--- src/rtl/nibble_serial_adder.sv ---
// Nibble-serial adder: one 4-bit adder slice and a carry register reused once per nibble.
// SUM/Cout/OVF are loaded only on the final nibble, so they never show partial results.
module nibble_serial_adder #(
  parameter int NIBBLES = 4
) (
  input  logic                 clk,
  input  logic                 rst,
  input  logic                 start,
  input  logic [4*NIBBLES-1:0] A,
  input  logic [4*NIBBLES-1:0] B,
  input  logic                 C0,
  output logic                 busy,
  output logic                 done,
  output logic [4*NIBBLES-1:0] SUM,
  output logic                 Cout,
  output logic                 OVF
);

  localparam int W     = 4 * NIBBLES;
  localparam int IDX_W = (NIBBLES > 1) ? $clog2(NIBBLES) : 1;

  typedef enum logic [1:0] {
    S_IDLE = 2'd0,
    S_RUN  = 2'd1,
    S_DONE = 2'd2
  } state_t;

  state_t           r_state;
  state_t           w_state_nxt;
  logic             w_accept;
  logic             w_step;
  logic             w_last;

  logic [W-1:0]     r_a;
  logic [W-1:0]     r_b;
  logic [W-1:0]     r_acc;
  logic             r_carry;
  logic [IDX_W-1:0] r_idx;

  logic [W-1:0]     r_sum;
  logic             r_cout;
  logic             r_ovf;

  logic [3:0]       w_a_nib;
  logic [3:0]       w_b_nib;
  logic [5:0]       w_slice;
  logic [3:0]       w_slice_sum;
  logic             w_c3;
  logic             w_c4;
  logic [W-1:0]     w_acc_nxt;

  // Returns {carry out of bit 3, carry into bit 3, 4-bit sum}; the carry into
  // bit 3 is kept so the top nibble can produce the signed-overflow flag.
  function automatic logic [5:0] add_slice(input logic [3:0] a,
                                           input logic [3:0] b,
                                           input logic       cin);
    logic [3:0] lo;
    logic [1:0] hi;
    lo = {1'b0, a[2:0]} + {1'b0, b[2:0]} + {3'b000, cin};
    hi = {1'b0, a[3]} + {1'b0, b[3]} + {1'b0, lo[3]};
    return {hi[1], lo[3], hi[0], lo[2:0]};
  endfunction

  // Slice operand select and result-nibble merge
  always_comb begin
    int unsigned lsb;
    lsb         = 4 * int'(r_idx);
    w_a_nib     = r_a[lsb +: 4];
    w_b_nib     = r_b[lsb +: 4];
    w_slice     = add_slice(w_a_nib, w_b_nib, r_carry);
    w_slice_sum = w_slice[3:0];
    w_c3        = w_slice[4];
    w_c4        = w_slice[5];
    w_acc_nxt   = r_acc;
    w_acc_nxt[lsb +: 4] = w_slice_sum;
  end

  assign w_last = (r_idx == IDX_W'(NIBBLES - 1));

  always_comb begin
    w_state_nxt = r_state;
    w_accept    = 1'b0;
    w_step      = 1'b0;
    unique case (r_state)
      S_IDLE: begin
        if (start) begin
          w_accept    = 1'b1;
          w_state_nxt = S_RUN;
        end
      end
      S_RUN: begin
        w_step = 1'b1;
        if (w_last) w_state_nxt = S_DONE;
      end
      S_DONE:  w_state_nxt = S_IDLE;
      default: w_state_nxt = S_IDLE;
    endcase
  end

  // Control and result registers (asynchronously cleared)
  always_ff @(posedge clk or posedge rst) begin
    if (rst) begin
      r_state <= S_IDLE;
      r_carry <= 1'b0;
      r_idx   <= '0;
      r_sum   <= '0;
      r_cout  <= 1'b0;
      r_ovf   <= 1'b0;
    end else begin
      r_state <= w_state_nxt;
      if (w_accept) begin
        r_carry <= C0;
        r_idx   <= '0;
      end else if (w_step) begin
        r_carry <= w_c4;
        r_idx   <= r_idx + IDX_W'(1);
        if (w_last) begin
          r_sum  <= w_acc_nxt;
          r_cout <= w_c4;
          r_ovf  <= w_c3 ^ w_c4;
        end
      end
    end
  end

  // Operand and partial-result registers need no reset: they are always
  // rewritten before they are read
  always_ff @(posedge clk) begin
    if (w_accept) begin
      r_a <= A;
      r_b <= B;
    end
    if (w_step) r_acc <= w_acc_nxt;
  end

  assign busy = (r_state != S_IDLE);
  assign done = (r_state == S_DONE);
  assign SUM  = r_sum;
  assign Cout = r_cout;
  assign OVF  = r_ovf;

endmodule

--- config.mk ---
export PLATFORM = sky130hd
export DESIGN_NAME = nibble_serial_adder
export DESIGN_NICKNAME = d
export VERILOG_FILES = /design/src/rtl/nibble_serial_adder.sv
export SDC_FILE = /design/constraint.sdc
export NUM_CORES = 1
export LEC_CHECK = 0
export CORE_ASPECT_RATIO = 0.75
export CORE_UTILIZATION = 33
export CTS_BUF_LIST = sky130_fd_sc_hd__clkbuf_2
export DETAILED_ROUTE_END_ITERATION = 7
export PLACE_DENSITY = 0.56
export RECOVER_POWER = 100
export SETUP_SLACK_MARGIN = 0.5
export SYNTH_ARGS = -nofsm -noshare
export SYNTH_HDL_FRONTEND = slang
export SYNTH_SLANG_ARGS = --single-unit
--- constraint.sdc ---
create_clock -name clk -period 7.6 [get_ports clk]
set_input_delay 1.52 -clock clk [delete_from_list [all_inputs] [get_ports clk]]
set_output_delay 1.52 -clock clk [all_outputs]
set_load 0.1 [all_outputs]
* After elaboration in Yosys (flattened, before gate mapping)
Index checks and enable logic that the tools add are counted.
** Storage, ports and cells
- Flip-flop bits (word level) :: 71
- Output and inout bits :: 20
- Logic and storage cells :: 42
** Cells by class
- Add/sub/neg operators :: 6
- Equality and inequality tests :: 5
- Shifts and indexed selects :: 4
- Muxes and demuxes :: 11
- Bitwise gates (word level) :: 2
- Reduce and logical (&&, ||, !) cells :: 5
** Operators by type and width (number)
- $neg A4 Y34 :: 1
- $shift A4 B34 Y16 const A :: 1
- $shiftx A4 B34 Y16 :: 1
- $shiftx A16 B5 Y4 :: 2
- $bwmux W16 :: 1
- $mux W2 :: 4
- $mux W1 :: 5
- $add A3 B3 Y4 :: 1
- $add A4 B1 Y4 :: 1
- $eq A2 B2 Y1 const B :: 2
- $ne A2 B2 Y1 const B :: 2
- $pmux W2 S2 :: 1
- $reduce_bool A2 Y1 :: 2
- $reduce_and A3 Y1 :: 1
- $add A1 B1 Y2 :: 1
- $add A2 B1 Y2 :: 1
- $add A2 B1 Y2 const B :: 1
- $eq A2 B1 Y1 const B :: 1
- $logic_not A2 Y1 :: 1
- $reduce_and A2 Y1 :: 1
- $not A1 Y1 :: 1
- $xor A1 B1 Y1 :: 1

* Longest topological paths before layout
- Depth after elaboration :: 6
- Gate-level depth with buffers :: 9

* Worst setup path before layout
OpenSTA, ideal clock, no wires.
- Path kind :: reg2out
- Start point :: register r_state[0]
- End point :: output port done
- Arrival :: 1.840 ns
- Required time :: 6.080 ns
- Setup slack :: 4.240 ns
- Stages on the path, launching flop included :: 3
- Path through :: dfrtp_1 > clkbuf_2 > nor2b_1
** Between the ends
- Word-level cells in the longest chain between the ends :: 1
** RTL lines
- start: declaration :: line 28 : state_t r_state;
- start signal: assignment :: line 110 : r_state <= w_state_nxt;
- $eq A2 B2 Y1 :: line 137 : assign done = (r_state == S_DONE);
- end: declaration :: line 13 : output logic done,
No other way between the ends.

* Final worst setup path
- Start point :: register r_state[0]
- End point :: output port busy
** Between the ends
- Word-level cells in the longest chain between the ends :: 1
** RTL lines
- $reduce_bool A2 Y1 :: line 136 : assign busy = (r_state != S_IDLE);
- end: declaration :: line 12 : output logic busy,
No other way between the ends.

==> impl_metrics.yaml <==
logic_synthesis:
  synth_edf_count: 48
  yosys.area.top_type: "edfxtp_1"
  syn_inst: 199
  synth_area_sq_mm: 0.003109
  ys.flop_type: "edfxtp_1"
  netlist.area_leader.share_pct: 46.36
  seq_area_frac_synth_pct: 64.87
  ys_seq_elements: 71
  yosys_warnings: 0
  synth.most_common_cell: "edfxtp_1"
  syn_avg_cell_area_sq_um: 15.62
  yosys-top-cells-area: "edfxtp_1, dfrtp_1, mux4_2"
  synth.distinct_cells: 38
  synth_nets: 246
  synthArstFlopShare_pct: 32.39
  ys_top_cells_by_count: "edfxtp_1, dfrtp_1, inv_1"
global_route:
  grt_pass1_vias: 1888
  grt_usage_pct: 13.50
  antenna_found_initial: 0
  grt_use_met2_pct: 20.33
  grt_busiest_layer: "met2"
  grtUsageMet1_pct: 18.24
  grt_pass1_wl_mm: 9.687
  met3_usage_pct: 4.594
  grt_max_degree: 24
  gr-total-overflow: 0
sta:
  fin_tns_setup_ns: 0
  worst_pin_slew_ns: 1.145
  drv_slew: 0
  rsz0062_at_grt: "no"
  fin_crit_sh_pct: 51.20
  slew_headroom_pct: 23.70
  setup_viol: 0
  fmax_mhz: 257.0
  hold_violations: 0
  timing.clock.skew_ns: 0.02610
  min_period_ns: 3.891
clocking:
  numCtsBuffers: 9
  root_buffer: "clkbuf_2"
  cts_setup_buffers: 0
  cts_tree: "done"
  clk_pin_slew_ns: 0.18
  postCtsHoldBufs: 0
  htree_num_levels: 3
  cts_resized: 0
  cts.sinks: 71
  clk_latency_ns: 0.49
  clockBufferDepth: 2
route:
  vias_per_cell: 4.519
  vias: 1785
  ant_nets: 0
  route.detailed.drc: 0
  wire_per_inst_um: 14.90
  drt_iter0_markers: 66
  routed_wl_mm: 5.887
  firstDrtPassIters: 4
die:
  ios: 56
  start_util_pct: 34.23
  die_h_um: 86.06
  core_sq_mm: 0.009084
  dieArea_sq_mm: 0.009818
  die_width_um: 114.1
  rows: 30
final_layout:
  synthToLayoutAreaGrowth_pct: 24.27
  fillerInstances: 892
  n_antenna_cell: 0
  drive_above_1_share_pct: 13.11
  final_nets: 309
worst_hold_path:
  holdCritStartpoint: "SUM[12]"
  hold_class: "reg2reg"
setup_path:
  cpLargestDelayFamily: "buffers and inverters"
  cpMaxStageDelayCell: "dlygate4sd3_1"
  startpoint: "r_state[0]"
  startpoint_type: "flip-flop"
  r2r-start: "r_idx[0]"
  endpoint_kind: "primary output"
  cp.arrival_ns: 2.37
  cp_cell_sequence: "or2_2 -> dlygate4sd3_1"
  required_ns: 6.08
  slowest_delay_ns: 1.21
  criticalPathCategory: "reg2out"
  path_buf_inv: 1
  path_max_fanout: 8
placement:
  globalplace.congestion: 0.6716
  dp_hpwl_mm: 4.165
  io_buffers: 55
run:
  cap_violations: 0
run_status:
  status: "finished clean"
[worst register-to-register path, cell delays in order (launching register included)]
cell and delay (ns):
dfrtp_1 0.90, mux4_1 0.70, ha_1 0.30, nand3_1 0.12, and2_0 0.19, fa_1 0.56, nor2_1 0.08, a31o_2 0.26
mux2_1 0.29
[area by class of cell]
class                           count  area [sq um]  share of cell area, %
Clock buffer                       11         55.05                  1.425
Clock inverter                      5         48.80                  1.263
Inverter                           17         63.81                  1.652
Multi-Input combinational cell    106         960.9                  24.87
Sequential cell                    71          2017                  52.20
Tap cell                          128         160.2                  4.145
Timing Repair Buffer               57         558.0                  14.44
[sequential cells by signal, summed over array words and instances, names as in the netlist]
name     flops
Cout         1
OVF          1
SUM         16
r_a         16
r_acc       16
r_b         16
r_carry      1
r_idx        2
r_state      2
[worst paths after layout]
path	end	slack [ns]	cells past startpoint
worst min register to register	SUM[12]	0.51	1
min in group asynchronous	SUM[11]	1.65	2
max in group asynchronous	r_idx[1]	5.37	2
worst max-delay path	busy	3.71	2
worst min-delay path	SUM[12]	0.51	1
worst max register to register	SUM[7]	4.12	8
[cell usage in the layout (no fill, tap or decap), types with 2 or more instances in the layout]
master,n
nand2_1,10
nor2_1,6
inv_1,16
nand3_1,2
o22ai_1,2
fa_1,3
and2b_1,6
mux2_1,7
o21ai_0,5
mux4_2,6
dfrtp_1,23
mux2_2,4
edfxtp_1,48
clkbuf_1,2
a31oi_1,2
clkinv_2,3
mux4_1,2
ha_1,8
clkbuf_2,11
nand2b_1,2
a31o_2,7
a31o_1,2
a21oi_1,4
nor2b_1,12
dlygate4sd3_1,54
a41oi_1,3
[cell families (layout without fill, tap and decap cells)]
logic type               after synthesis  count (layout)  synth area share (%)
flip-flops                            71              71                 64.87
AND/OR/NAND/NOR                       46              46                 8.813
AO/OA/AOI/OAI                         28              28                 6.439
buffers and inverters                 22              90                 3.259
multiplexers                          20              20                 11.19
adder cells (fa/ha/maj)               11              11                 5.151
XOR/XNOR                               1               1                0.2817
[routing by layer]
layer  up-vias  share of wire (%)
met2        42                 45
met4         0                1.1
met5         -                  0
met3         6                3.9
met1       871                 50
li1        866                  -
[through the flow]
step           util [%]  hold WS (ns)  cells  setup slack, ns  cell area, sq um
2_1_floorplan         -        0.4722    199            4.240              3109
3_3_place_gp      41.83        0.4701    379            4.203              3800
3_5_place_dp      41.83        0.4791    379            4.144              3800
4_1_cts           42.98        0.5164    395            3.685              3904
5_1_grt           42.53        0.5331    395            3.575              3864
6_report          42.53        0.5080    395            3.709              3864
Power is left out: the tool's default activity adds up to more than one toggle a clock period on the data nets, which glitch-free logic cannot reach.
==> patch 1 (same flow settings) <==
Re-encode `state_t` (3 states) as one-hot, 3 bits wide.
--- a/src/rtl/nibble_serial_adder.sv
+++ b/src/rtl/nibble_serial_adder.sv
@@ -21,6 +21,6 @@
 
-  typedef enum logic [1:0] {
-    S_IDLE = 2'd0,
-    S_RUN  = 2'd1,
-    S_DONE = 2'd2
+  typedef enum logic [2:0] {
+    S_IDLE = 3'b001,
+    S_RUN  = 3'b010,
+    S_DONE = 3'b100
   } state_t;
Check against the original RTL: no difference found for any inputs over 10 cycles, from zero or initial values and one cycle with rst high; not proved beyond that.
==> patch 1 against the unedited design <==
The flow now finishes with violations (capacitance limit, slew limit); final area is 1.6% lower; sequential share of layout area is 1.5 points higher; sequential cell count is 1 higher; setup slack worse by 0.96 ns; count of clock-buffer cells in the layout is 1 lower; fmax is 20% lower; routed wire length is 3.4% lower; area after synthesis is 2.9% lower; critical endpoint is now SUM[0]; highest routed layer unchanged.
==> patch 1: results (changes against the unedited design) <==
Worst setup path
  – Worst-case register-to-register setup slack: 2.75 ns (-1.37 ns)
  – End of the critical path: SUM[0]
  – Top Family by Delay on Critical Path: simple AND/OR/NAND/NOR gates
  – Arrival time of data at the critical path endpoint: 5.29 ns (+2.92 ns)
  – Startpoint of the most critical setup path: r_state[1]
  – Cell at the slowest stage of the critical path: sky130_fd_sc_hd__nor3b_1

Timing
  – Number of pins with negative max-slew slack in the final report: 61 (+61)
  – Post-route fraction of the period consumed by the critical path: 63.8% (+13 points)
  – Worst hold slack: 0.483 ns (-0.0249 ns)

GRT
  – Met2 layer usage reported by global route: 19.9% (-0.45 points)
  – Met1 global-route usage: 17.6% (-0.61 points)
  – Met3 layer usage reported by global route: 6.00% (+1.4 points)
  – Aggregate global-route resource usage: 13.4% (-0.15 points)
  – Number of global-route vias before repair: 1904 (+0.85%)
  – Wire length of the first global-routing pass: 9470 microns (-2.2%)

Logic synthesis
  – Proportion of register bits with asynchronous set or reset after synthesis: 33.3% (+0.94 points)
  – Synth Instances: 217 (+9.0%)
  – Leading cell types by total area after synthesis: sky130_fd_sc_hd__edfxtp_1, sky130_fd_sc_hd__dfrtp_1, sky130_fd_sc_hd__nand2_1, sky130_fd_sc_hd__mux4_2, sky130_fd_sc_hd__inv_1
  – Area share of xor/xnor cells in the synthesized design: 0.871% (+0.59 points)
  – Multiplexer area fraction after synthesis: 6.30% (-4.9 points)
  – Post-Synth Adder-Cell Area: 5.31% (+0.16 points)
  – Net count after synthesis: 264 (+7.3%)
  – Number of library cell types mapped by synthesis: 30 (-21%)
  – Most numerous cell types in the synthesized netlist: sky130_fd_sc_hd__nand2_1, sky130_fd_sc_hd__edfxtp_1, sky130_fd_sc_hd__inv_1
  – Part of the Yosys area used for sequential elements: 67.7% (+2.8 points)

Drt
  – Total vias in the final route: 1781 (-0.22%)
  – Total length of routed met3 wires: 375 microns (+65%)
  – Met2 layer wire length in the routed design: 2410 microns (-9.6%)
  – Number of vias per cell: 4.55 (+0.80%)

Placed design
  – Worst-case setup slack after placement: 4.11 ns (-0.0315 ns)
  – Dpl hpwl: 3870 microns (-7.0%)
  – Dpl cells: 375 (-1.1%)
  – Area of placed instances: 0.00367 sq mm (-3.5%)

Run
  – Count of max-cap constraint violations: 2 (+2)

Finish
  – Layout cell share with drive strength beyond 1: 9.54% (-3.6 points)
  – Number of nets in the final layout: 325 (+5.2%)

Clock tree
  – Latest clock arrival within the worst-skew pair: 0.51 ns (+0.02 ns)

Run status
  – Failing checks: capacitance limit, slew limit
  – Result of the run: finished with violations

Hold path
  – Min-Delay Endpoint: r_state[1]
  – Hold Path Origin: r_state[2]
## patch 1: cell types whose count changed in the layout (fill, tap and decap cells not counted), moves of 3 or more
cell	delta
sky130_fd_sc_hd__a31o_2	-7
sky130_fd_sc_hd__a41oi_1	-3
sky130_fd_sc_hd__and2b_1	-6
sky130_fd_sc_hd__inv_1	+11
sky130_fd_sc_hd__mux2_1	-7
sky130_fd_sc_hd__mux2_2	-4
sky130_fd_sc_hd__nand2_1	+42
sky130_fd_sc_hd__nor2b_1	-12
sky130_fd_sc_hd__o22ai_1	+14
## patch 1: power breakdown
part           leakage [nW]  switching [mW]  total [mW]  internal, mW
logic                 0.756           0.547       0.781         0.235
registers             0.766          0.0587       0.617         0.558
clock network        0.0919           0.135       0.277         0.142
## patch 1: layout make-up
type / instances / area [sq um]
clock inverter: 6 / 108
multi-input combinational: 112 / 811
tap: 108 / 135
timing repair buffer: 55 / 551
clock buffer: 10 / 50.0
fill: 810 / 4870
sequential: 72 / 2040
inverter: 28 / 106
==> patch 2 (same flow settings) <==
Without the edit above. Set the parameter `NIBBLES` to 2 (it was 4).
--- a/src/rtl/nibble_serial_adder.sv
+++ b/src/rtl/nibble_serial_adder.sv
@@ -3,3 +3,3 @@
 module nibble_serial_adder #(
-  parameter int NIBBLES = 4
+  parameter int NIBBLES = 2
 ) (
Interface: changed (resized A, B and SUM); port bits go from 56 to 32. The function was not compared with the original's and may differ.
==> patch 2 against the unedited design <==
Synthesized cell count shrank 52%; area after synthesis shrank 53%; sequential cell count shrank 37; routed wire length shrank 59%; setup slack gained 0.12 ns; final area shrank 51%; register-to-register slack gained 0.46 ns; non-clock buffer count shrank 26; fmax grew 3.3%; global-route usage shrank 1.5 points.
Power is left out: the tool's default activity adds up to more than one toggle a clock period on the data nets, which glitch-free logic cannot reach.
==> patch 2: results (changes against the unedited design) <==
GRT
  – Pin count of the biggest net entering global routing: 17 (-29%)
  – Aggregate global-route resource usage: 12.0% (-1.5 points)
  – Wire length of the first global-routing pass: 4060 microns (-58%)
  – Number of global-route vias before repair: 898 (-52%)
  – Antenna violations before repair: 0 (unchanged)

Worst setup path
  – Arrival time of data at the critical path endpoint: 2.25 ns (-0.12 ns)
  – Maximum fanout along the worst path: 8 (unchanged)
  – Slowest Stage Delay on Critical Path: 1.19 ns (-0.02 ns)
  – Top Family by Delay on Critical Path: buffers and inverters
  – Cell at the slowest stage of the critical path: sky130_fd_sc_hd__dlygate4sd3_1

Logic synthesis
  – Net count after synthesis: 120 (-51%)
  – Part of the Yosys area used for sequential elements: 64.8% (-0.078 points)
  – Proportion of register bits with asynchronous set or reset after synthesis: 41.2% (+8.8 points)
  – Yosys synthesis warning count: 0 (unchanged)
  – Number of library cell types mapped by synthesis: 26 (-32%)
  – Leading cell types by total area after synthesis: sky130_fd_sc_hd__edfxtp_1, sky130_fd_sc_hd__dfrtp_1, sky130_fd_sc_hd__mux2_2, sky130_fd_sc_hd__fa_1, sky130_fd_sc_hd__mux2i_1
  – Most numerous cell types in the synthesized netlist: sky130_fd_sc_hd__edfxtp_1, sky130_fd_sc_hd__dfrtp_1, sky130_fd_sc_hd__mux2_2
  – Post-synth EDFFs: 20 (-58%)

Finish
  – Total of fill cells in the finished design: 411 (-54%)
  – Antenna Cells: 0 (unchanged)
  – Layout cell share with drive strength beyond 1: 16.8% (+3.7 points)
  – Number of nets in the final layout: 155 (-50%)

Clock tree
  – Number of levels in the clock H-tree: 2 (-1)
  – Buffer cell driving the clock tree root: sky130_fd_sc_hd__clkbuf_2
  – Number of buffers added by the clock tree synthesis step: 5 (-4)
  – Cells resized by post-CTS repair: 0 (unchanged)
  – Number of buffers added for setup after CTS: 0 (unchanged)
  – Maximum clock insertion buffer count: 2 (unchanged)
  – Latest clock arrival within the worst-skew pair: 0.36 ns (-0.13 ns)
  – Clock transition at the register clock pins on the worst setup and hold paths after CTS: 0.18 ns (about the same)

Drt
  – Iteration-0 DRC Markers: 31 (-53%)
  – DRT antenna net count: 0 (unchanged)
  – Total wire length after detailed routing: 2390 microns (-59%)
  – Number of detailed-route iterations in the first pass: 2 (-2)
  – Number of vias per cell: 4.55 (+0.65%)

Timing
  – Measured slew at the worst slew-check pin: 1.23 ns (+0.0877 ns)
  – Number of pins with negative max-slew slack in the final report: 0 (unchanged)
  – Final setup skew: 0.0160 ns (-0.0101 ns)

Placed design
  – Number of input and output port buffers inserted: 31 (-44%)
  – Dpl hpwl: 1750 microns (-58%)
  – Weighted congestion at the end of routability-driven global placement: 0.698 (+4.0%)

Run status
  – Result of the run: completed

Hold path
  – Type of the tightest min-delay check: reg -> reg
==> patch 2: changes by cell type in the layout (fill, tap and decap cells not counted), sizes merged, moves of 8 or more <==
| cell | delta |
|---|---|
| inv | -10 |
| nor2b | -10 |
| edfxtp | -28 |
| dlygate4sd3 | -24 |
| clkbuf | -8 |
| a31o | -9 |
| dfrtp | -9 |
| mux4 | -8 |
==> patch 2: cell families after synthesis <==
logic type	after synthesis	synth area share, %
xor gates and xnor gates	1	0.597
adders and majority gates	5	5.80
and+or+nand+nor	16	6.65
DFF	34	64.8
muxes	18	13.8
AOI/OAI and AO/OA	11	4.77
buffers and inverters	10	3.58
==> patch 2: final cells by class <==
cell class	count	share of cell area (%)
clock buffers	5	1.32
clock inverters	3	3.37
inverters	7	1.39
multi-input cells	51	23.7
flip-flops and latches	34	50.2
well taps	55	3.64
repair buffers	31	16.4
==> patch 2: metrics by stage <==
stage                     instances  setup slack, ns  instance area, sq um  util (%)
after floorplan                  95             4.85                  1470         -
after global placement          178             4.24                  1820      43.8
after detailed placement        178             4.15                  1820      43.8
after CTS                       186             3.83                  1910      46.0
after global routing            186             3.73                  1890      45.6
final                           186             3.83                  1890      45.6
==> patch 2: path summary, 6_finish.rpt <==
kind / to / start / slack [ns] / cells after the start
min in group asynchronous: r_state[1] / rst / 1.61 / 2
hold reg to reg: SUM[1] / SUM[1] / 0.50 / 2
setup reg to reg: SUM[3] / r_idx / 4.58 / 7
setup / recovery: done / r_state[0] / 3.83 / 2
max in group asynchronous: Cout / rst / 5.62 / 2
hold / removal: SUM[1] / SUM[1] / 0.50 / 2
==> patch 2: metal layers <==
layer	GRT usage, %	vias to the layer above	part of all wire, %
li1	-	405	-
met1	13.8	405	45
met2	18.5	27	46
met3	5.19	9	6.5
met4	7.79	0	2.6
met5	0	-	0
==> patch 2: worst min-delay path, stage by stage (launching register included) <==
cell and delay [ns]:
sky130_fd_sc_hd__dfrtp_1 0.37, sky130_fd_sc_hd__nand2_1 0.04, sky130_fd_sc_hd__o21ai_0 0.06
